--- src/rtl/dmem_access_ctrl_if.sv ---
// Core-side request/response bundle of the data-memory access controller.
// The core is the master; the controller is the slave.
interface dmem_access_ctrl_if #(
    parameter int DATA_BIT_WIDTH = 32
);
    logic                      req_valid;
    logic                      req_ready;
    logic                      req_wr;
    logic [DATA_BIT_WIDTH-1:0] req_addr;
    logic [DATA_BIT_WIDTH-1:0] req_wdata;
    logic                      resp_valid;
    logic [DATA_BIT_WIDTH-1:0] resp_rdata;
    logic                      resp_err;

    modport master (
        output req_valid, req_wr, req_addr, req_wdata,
        input  req_ready, resp_valid, resp_rdata, resp_err
    );

    modport slave (
        input  req_valid, req_wr, req_addr, req_wdata,
        output req_ready, resp_valid, resp_rdata, resp_err
    );
endinterface

--- src/rtl/dmem_access_ctrl.sv ---
// Single-outstanding load/store controller for the data memory: checks alignment and range,
// sequences address/data ahead of the memory's negedge write, and returns a one-cycle response.
module dmem_access_ctrl #(
    parameter int DATA_BIT_WIDTH = 32,
    parameter int DMEMADDRBITS   = 13,
    parameter int DMEMWORDBITS   = 2,
    parameter int WAIT_CYCLES    = 1
) (
    input  logic                      clk,
    input  logic                      reset,
    dmem_access_ctrl_if.slave         bus,
    output logic [DATA_BIT_WIDTH-1:0] mem_addr,
    output logic [DATA_BIT_WIDTH-1:0] mem_dataIn,
    output logic                      mem_isWrRegMem,
    input  logic [DATA_BIT_WIDTH-1:0] mem_regOut
);

    typedef enum logic [1:0] {
        ST_IDLE,
        ST_ISSUE,
        ST_WAIT,
        ST_RESP
    } state_t;

    state_t     state;
    logic [3:0] wait_cnt;
    logic       wr_q;
    logic       fault;

    // Misaligned word, or address bits above what the memory decodes.
    assign fault = (|bus.req_addr[DMEMWORDBITS-1:0]) ||
                   (|bus.req_addr[DATA_BIT_WIDTH-1:DMEMADDRBITS]);

    always_ff @(posedge clk) begin
        if (reset) begin
            state          <= ST_IDLE;
            wait_cnt       <= '0;
            wr_q           <= 1'b0;
            bus.req_ready  <= 1'b1;
            bus.resp_valid <= 1'b0;
            bus.resp_rdata <= '0;
            bus.resp_err   <= 1'b0;
            mem_addr       <= '0;
            mem_dataIn     <= '0;
            mem_isWrRegMem <= 1'b0;
        end else begin
            // NOTE: strobes default low every cycle so each is high for exactly the one
            // cycle of the state that sets it; all state uses non-blocking assignment.
            bus.resp_valid <= 1'b0;
            bus.resp_rdata <= '0;
            bus.resp_err   <= 1'b0;
            mem_isWrRegMem <= 1'b0;

            unique case (state)
                ST_IDLE: begin
                    if (bus.req_valid && bus.req_ready) begin
                        wr_q          <= bus.req_wr;
                        bus.req_ready <= 1'b0;
                        if (fault) begin
                            state          <= ST_RESP;
                            bus.resp_valid <= 1'b1;
                            bus.resp_err   <= 1'b1;
                        end else begin
                            mem_addr   <= bus.req_addr;
                            mem_dataIn <= bus.req_wdata;
                            state      <= ST_ISSUE;
                        end
                    end
                end

                ST_ISSUE: begin
                    // Memory captures address/data at the end of ISSUE; write on the
                    // following negedge, inside the first WAIT cycle.
                    wait_cnt       <= 4'(WAIT_CYCLES);
                    mem_isWrRegMem <= wr_q;
                    state          <= ST_WAIT;
                end

                ST_WAIT: begin
                    wait_cnt <= wait_cnt - 4'd1;
                    if (wait_cnt == 4'd1) begin
                        state          <= ST_RESP;
                        bus.resp_valid <= 1'b1;
                        bus.resp_rdata <= wr_q ? '0 : mem_regOut;
                    end
                end

                ST_RESP: begin
                    state         <= ST_IDLE;
                    bus.req_ready <= 1'b1;
                end

                default: begin
                    state         <= ST_IDLE;
                    bus.req_ready <= 1'b1;
                end
            endcase
        end
    end

endmodule

--- src/flat_wrapper.sv ---
// flat-port wrapper written by rule: the top's interface ports become plain ports
module dmem_access_ctrl_flat 
#(
    parameter int DATA_BIT_WIDTH = 32,
    parameter int DMEMADDRBITS   = 13,
    parameter int DMEMWORDBITS   = 2,
    parameter int WAIT_CYCLES    = 1
)
  (clk, reset, mem_addr, mem_dataIn, mem_isWrRegMem, mem_regOut, bus_req_valid, bus_req_wr, bus_req_addr, bus_req_wdata, bus_req_ready, bus_resp_valid, bus_resp_rdata, bus_resp_err);
  dmem_access_ctrl_if #(.DATA_BIT_WIDTH(DATA_BIT_WIDTH)) bus_i ();
  input  logic clk;
  input  logic reset;
  output logic [DATA_BIT_WIDTH-1:0] mem_addr;
  output logic [DATA_BIT_WIDTH-1:0] mem_dataIn;
  output logic mem_isWrRegMem;
  input  logic [DATA_BIT_WIDTH-1:0] mem_regOut;
  input wire logic [$bits(bus_i.req_valid)-1:0] bus_req_valid;
  input wire logic [$bits(bus_i.req_wr)-1:0] bus_req_wr;
  input wire logic [$bits(bus_i.req_addr)-1:0] bus_req_addr;
  input wire logic [$bits(bus_i.req_wdata)-1:0] bus_req_wdata;
  output wire logic [$bits(bus_i.req_ready)-1:0] bus_req_ready;
  output wire logic [$bits(bus_i.resp_valid)-1:0] bus_resp_valid;
  output wire logic [$bits(bus_i.resp_rdata)-1:0] bus_resp_rdata;
  output wire logic [$bits(bus_i.resp_err)-1:0] bus_resp_err;
  assign bus_i.req_valid = bus_req_valid;
  assign bus_i.req_wr = bus_req_wr;
  assign bus_i.req_addr = bus_req_addr;
  assign bus_i.req_wdata = bus_req_wdata;
  assign bus_req_ready = bus_i.req_ready;
  assign bus_resp_valid = bus_i.resp_valid;
  assign bus_resp_rdata = bus_i.resp_rdata;
  assign bus_resp_err = bus_i.resp_err;
  dmem_access_ctrl #(.DATA_BIT_WIDTH(DATA_BIT_WIDTH), .DMEMADDRBITS(DMEMADDRBITS), .DMEMWORDBITS(DMEMWORDBITS), .WAIT_CYCLES(WAIT_CYCLES)) u_core (.clk(clk), .reset(reset), .bus(bus_i), .mem_addr(mem_addr), .mem_dataIn(mem_dataIn), .mem_isWrRegMem(mem_isWrRegMem), .mem_regOut(mem_regOut));
endmodule
--- config.mk ---
export PLATFORM = sky130hd
export DESIGN_NAME = dmem_access_ctrl_flat
export DESIGN_NICKNAME = d
export VERILOG_FILES = /design/src/rtl/dmem_access_ctrl_if.sv /design/src/rtl/dmem_access_ctrl.sv /design/src/flat_wrapper.sv
export SDC_FILE = /design/constraint.sdc
export NUM_CORES = 1
export LEC_CHECK = 0
export ABC_AREA = 0
export BUFFER_PORTS_ARGS = -buffer_cell sky130_fd_sc_hd__buf_2
export CAP_MARGIN = 40
export CORE_AREA = 2 2 96 98
export CTS_CLUSTER_DIAMETER = 30
export DETAILED_ROUTE_END_ITERATION = 16
export DIE_AREA = 0 0 98 100
export PLACE_DENSITY = 0.84
export SYNTH_ARGS = -nofsm -noshare
export SYNTH_HDL_FRONTEND = slang
export SYNTH_SLANG_ARGS = --single-unit
--- constraint.sdc ---
create_clock -name clk -period 1.9 [get_ports clk]
set_input_delay 0.38 -clock clk [delete_from_list [all_inputs] [get_ports clk]]
set_output_delay 0.38 -clock clk [all_outputs]
set_load 0.01 [all_outputs]
======== Yosys cells after proc, flatten, opt, wreduce, memory -nomap -nowiden ========
Cells that the tools add are included.
word-level totals
  memories ................................ 0
  memory bits (writable) .................. 0
  latch bits .............................. 0
  bits in registers ....................... 107
  output and inout port bits .............. 100
  ROM bits ................................ 0
cells by class
  bitwise gates (word level) .............. 5
  shift operators ......................... 0
  $add $sub $neg .......................... 1
  order comparisons ....................... 0
  divide/modulo/power cells ............... 0
  muxes and demuxes ....................... 11
  multipliers ............................. 0
  eq/ne operators ......................... 6
  reduce and logical (&&, ||, !) cells .... 14
operator list
  kind                   number
  $reduce_or A19 Y1      1
  $pmux W2 S4            1
  $pmux W4 S2            1
  $mux W2                3
  $reduce_and A2 Y1      3
  $reduce_or A2 Y1       3
  $not A1 Y1             5
  $eq A2 B2 Y1 const B   2
  $eq A4 B1 Y1 const B   1
  $mux W1                4
  $ne A2 B1 Y1 const B   2
  $pmux W1 S2            2
  $reduce_bool A2 Y1     2
  $reduce_or A4 Y1       1
  $sub A4 B1 Y4 const B  1
  $reduce_and A3 Y1      1
  $eq A2 B1 Y1 const B   1
  $logic_not A2 Y1       1
  $logic_and A1 B1 Y1    1
  $logic_or A1 B1 Y1     1

======== Logic depth before layout (Yosys ltp) ========
  depth after elaboration ................. 5
  depth in mapped cells ................... 8
  gate-level depth less buffers ........... 6

======== Least setup slack after synthesis ========
Ideal clock, no wire load.
  path type ............................... register to register
  start ................................... reg u_core.state[0]
  end ..................................... reg u_core.mem_addr[10]
  buffers on the path ..................... 2
  arrival time ............................ 1.600 ns
  path slack .............................. 0.229 ns
  setup time .............................. 0.071 ns
  data required time ...................... 1.829 ns
  cell stages (with the launch flop) ...... 9
  cell sequence ........................... dfxtp_1 -> inv_1 -> ha_1 -> and3_1 -> buf_2 -> nand3_1 -> clkbuf_1 -> o21ai_0 -> a21oi_1
on the way
  cells in the longest elaborated chain, start to end .. 2
ends and longest elaborated chain
  item                         RTL line                text
  start, declared              dmem_access_ctrl.sv:25  state_t state;
  start signal, assigned       dmem_access_ctrl.sv:36  state <= ST_IDLE;
  start signal, assigned       dmem_access_ctrl.sv:60  state <= ST_RESP;
  start signal, assigned       dmem_access_ctrl.sv:66  state <= ST_ISSUE;
  $logic_not A2 Y1             dmem_access_ctrl.sv:54  unique case (state)
  $reduce_and A3 Y1 (no line)  -
  end signal, assigned         dmem_access_ctrl.sv:64  mem_addr <= bus.req_addr;
  end, declared                dmem_access_ctrl.sv:12  output logic [DATA_BIT_WIDTH-1:0] mem_addr,
Every way passes these cells.
A chain may end at the register's enable or synchronous reset.

======== Final worst setup path ========
  start ................................... reg u_core.wait_cnt[1]
  end ..................................... reg u_core.bus.resp_rdata[14]
on the way
  cells in the longest elaborated chain, start to end .. 3
ends and longest elaborated chain
  item                        RTL line                   text
  start, declared             dmem_access_ctrl.sv:26     logic [3:0] wait_cnt;
  start signal, assigned      dmem_access_ctrl.sv:74     wait_cnt <= 4'(WAIT_CYCLES);
  start signal, assigned      dmem_access_ctrl.sv:80     wait_cnt <= wait_cnt - 4'd1;
  $eq A4 B1 Y1                dmem_access_ctrl.sv:81     if (wait_cnt == 4'd1) begin
  $not A1 Y1 (no line)        -
  $reduce_or A4 Y1 (no line)  -
  end signal, assigned        dmem_access_ctrl.sv:84     bus.resp_rdata <= wr_q ? '0 : mem_regOut;
  end, declared               dmem_access_ctrl_if.sv:22  output req_ready, resp_valid, resp_rdata, resp_err
Every way passes these cells.

==> qor.csv <==
stage;metric;value;unit
yosys;Post-synth EDFFs;0;
placed_design;port bufs;199;
sta;Max-slew headroom;0.750;
pwr;Flop pwr share;0.534;
worst_hold_path;Hold Path Cell Cnt;2;
setup_path;worst r2r path cells;7;
route;post-route ant nets;0;
pwr;Gate power share;0.177;
route;wire length per cell;14.0;um
clock_tree;clock tree buffer depth;2;
pwr;Pint;3220;uW
pwr;clock share of power;0.289;
clock_tree;Post-CTS Repair Setup Buffers;0;
yosys;area share of fa/ha/maj cells after synthesis;0.0200;
clock_tree;htree depth;3;
sta;Fmax achieved;557;MHz
finish;Area Growth Syn to Fin;35.3;%
die;# IOs;200;
setup_path;CP Capture Type;flip-flop;
yosys;Post-synth ARST share;0;
route;first drt pass iteration count;4;
sta;final worst-path cycle share;0.945;
yosys;Net Count, Synth;496;
setup_path;most frequent CP cell;or3b_4;
clock_tree;CTS root buf;clkbuf_8;
yosys;FF+latch count, synth;107;
die;initial core utilization;0.422;
yosys;Synth Flop Type;dfxtp_1;
pwr;Psw;1290;uW
setup_path;critical path depth;7;
setup_path;critical path's top delay family;simple AND/OR/NAND/NOR gates;
route;DRC;0;
global_route;busiest layer in global routing;met2;
run_status;status;finished, final reports clean;
route;vias after detailed routing;3587;
sta;Slew @ Worst Pin;0.371;ns
setup_path;kind of critical path;reg -> reg;
setup_path;worst-path fanout max;13;
yosys;Post-Synth Simple-Gate Area;0.224;
clock_tree;Reg clk slew, reported paths;0.10;ns
yosys;largest family of logic cells by synthesized area;simple AND/OR/NAND/NOR gates;
yosys;Seq/Total Area, Yosys;0.571;
setup_path;WP data arrival;2.09;ns
pwr;sw frac;0.286;
clock_tree;clk_lat worst skew;0.35;ns
yosys;Post-Syn Area;0.00375;sq mm
setup_path;Worst path max stage delay;0.40;ns
global_route;initial antenna violation count;0;
route;Routed WL;9740;um
clock_tree;CTS sink count;107;
placed_design;placed insts;682;
setup_path;sum of buffers and inverters on the critical path;2;
global_route;routing usage on met1;0.225;
die;Chip Height;100;um
clock_tree;CTS tree;yes;
sta;Max Slew Vio Count;0;
setup_path;Worst Path Required;2.19;ns
setup_path;slowest cell on the critical path;or3b_4;
pwr;Power Density;888;mW/mm^2
sta;skew final;0.0139;ns
route;First DRT Iteration DRCs;131;
pwr;VDD IR max;0.000463;V
global_route;GR Layer Usage met3;0.0550;
finish;antenna cells;0;
yosys;Compound-Gate Fraction of Synth Area;0.134;
sta;post-route setup TNS;0;ns
global_route;pin count of the biggest net entering global routing;34;
yosys;post-synthesis mux area share;0.00267;
global_route;grt met2 use;0.335;
pwr;Leakage;0.00239;uW
yosys;Post-Syn Instances;390;
clock_tree;Num CTS Buffers;9;
finish;nets;688;
sta;Final WS setup;0.105;ns
finish;non-filler cells, final;698;
yosys;Syn. warnings;0;
worst_hold_path;Hold WC Path Type;in -> reg;
die;row count;35;
placed_design;DP Wirelength;7180;um
setup_path;CP Launch Type;flip-flop;
flow_run;MaxCap Viol Count;0;
global_route;GRT Overall Usage;0.190;
yosys;Mean Syn Cell Area;9.61;sq um
clock_tree;CTS Hold Buffers Added;0;
global_route;first-pass GRT wire length;15400;um
yosys;synth unique cells;32;
global_route;number of global-route vias before repair;3416;
global_route;total grt overflow;0;
setup_path;sequence of cells on the critical path;inv_1 -> ha_1 -> or3b_4 -> or3b_4 -> nor2_4 -> buf_6 -> and2_1;
sta;# setup viols final;0;
yosys;area share of xor/xnor cells in the synthesized design;0;
placed_design;Placer Congestion;0.776;
die;Die Width;98;um
route;Vias/cell;5.14;
die;die area;0.00980;sq mm
finish;layout cells sized above 1;0.400;
sta;min cycle time layout;1.80;ns
die;core area;0.00889;sq mm
placed_design;Place WS;0.0617;ns
sta;Hold Violations, Final;0;
==> metrics by stage <==
step | instance area, sq um | total power [uW] | hold slack [ns] | util
floorplan | 3750 | 2930 | 0.457 | -
global placement | 4880 | 3190 | 0.436 | 0.549
detailed placement | 4880 | 3240 | 0.439 | 0.549
CTS | 5070 | 4540 | 0.199 | 0.570
global route | 5070 | 4760 | 0.200 | 0.571
finish | 5070 | 4510 | 0.219 | 0.571
==> cell families after synthesis <==
group | after synthesis
multiplexers | 1
adder cells (fa/ha/maj) | 6
flip-flops | 107
AO/OA/AOI/OAI | 98
AND/OR/NAND/NOR | 139
buffers and inverters | 39
==> flip-flops by register name, indices dropped and copies added (netlist names) <==
signal / count
u_core.bus.resp_valid: 1
u_core.wait_cnt: 4
u_core.bus.resp_rdata: 32
u_core.bus.req_ready: 1
u_core.bus.resp_err: 1
u_core.wr_q: 1
u_core.state: 2
u_core.mem_addr: 32
u_core.mem_isWrRegMem: 1
u_core.mem_dataIn: 32
==> path summary, 6_finish.rpt <==
check                            from                         to  slack [ns]
setup / recovery   u_core.wait_cnt[1]  u_core.bus.resp_rdata[14]        0.10
hold / removal         mem_regOut[18]  u_core.bus.resp_rdata[18]        0.22
setup reg to reg   u_core.wait_cnt[1]  u_core.bus.resp_rdata[14]        0.10
hold reg to reg   u_core.mem_addr[27]        u_core.mem_addr[27]        0.46
==> repair_timing <==
item                                   4_1_cts  5_1_grt
setup endpoints to repair                    0       13
endpoints found under the hold margin        0        0
gates resized for setup                      0        3
==> placed cells by master, fill, tap and decap left out, drive strengths merged <==
master and instances:
nor2 11, a31oi 1, nand2 6, mux2i 1, o22ai 2, and3 1, or3b 2, nand4 44
and4 1, nand4b 1, o21ai 45, nand2b 1, or3 1, a21oi 47, nand3 3, nor4 5
ha 6, dfxtp 107, nor2b 2, inv 6, nor3 5, a22oi 1, a21o 1, clkbuf 11
nand3b 1, o31ai 1, and2 55, buf 215, clkinv 4
==> synthesized netlist by cell type, types with 2 or more instances <==
cell	number	area, sq um
nand4_1	44	275
nand2_1	6	22.5
nand3_1	3	15.0
dfxtp_1	107	2140
o22ai_1	2	12.5
and2_1	55	344
nor3_1	5	25.0
buf_2	11	55.1
nor2_1	10	37.5
ha_1	6	75.1
buf_6	3	33.8
o21ai_0	45	225
clkbuf_1	19	71.3
nor2b_1	2	12.5
a21oi_1	47	235
nor4_1	5	31.3
inv_1	5	18.8
==> power groups by stage <==
stage / Clock (uW) / Combinational, uW / Sequential [uW]
2_1_floorplan: 0 / 456 / 2470
3_3_place_gp: 0 / 738 / 2450
3_5_place_dp: 0 / 779 / 2460
4_1_cts: 1360 / 783 / 2400
5_1_grt: 1450 / 889 / 2420
6_report: 1300 / 800 / 2410
==> worst reg2reg max path, cell delays in order (launching register included) <==
cell     delay, ns
dfxtp_1       0.33
inv_1         0.08
ha_1          0.13
or3b_4        0.38
or3b_4        0.40
nor2_4        0.13
buf_6         0.15
and2_1        0.13
==> layer usage <==
layer | vias up | wire, um | part of all wire
li1 | 1750 | - | -
met1 | 1661 | 4050 | 0.42
met2 | 166 | 4850 | 0.50
met3 | 10 | 735 | 0.075
met4 | 0 | 100 | 0.010
met5 | - | 0 | 0
==> area by class of cell <==
| class | instances | area [sq um] |
|---|---|---|
| clock buffers | 11 | 141 |
| clock inverters | 5 | 46.3 |
| fillers | 816 | 3810 |
| inverters | 5 | 18.8 |
| multi-input cells | 244 | 1430 |
| flip-flops and latches | 107 | 2140 |
| well taps | 111 | 139 |
| repair buffers | 215 | 1160 |
Note: power is estimated with default switching activity, not from simulation.
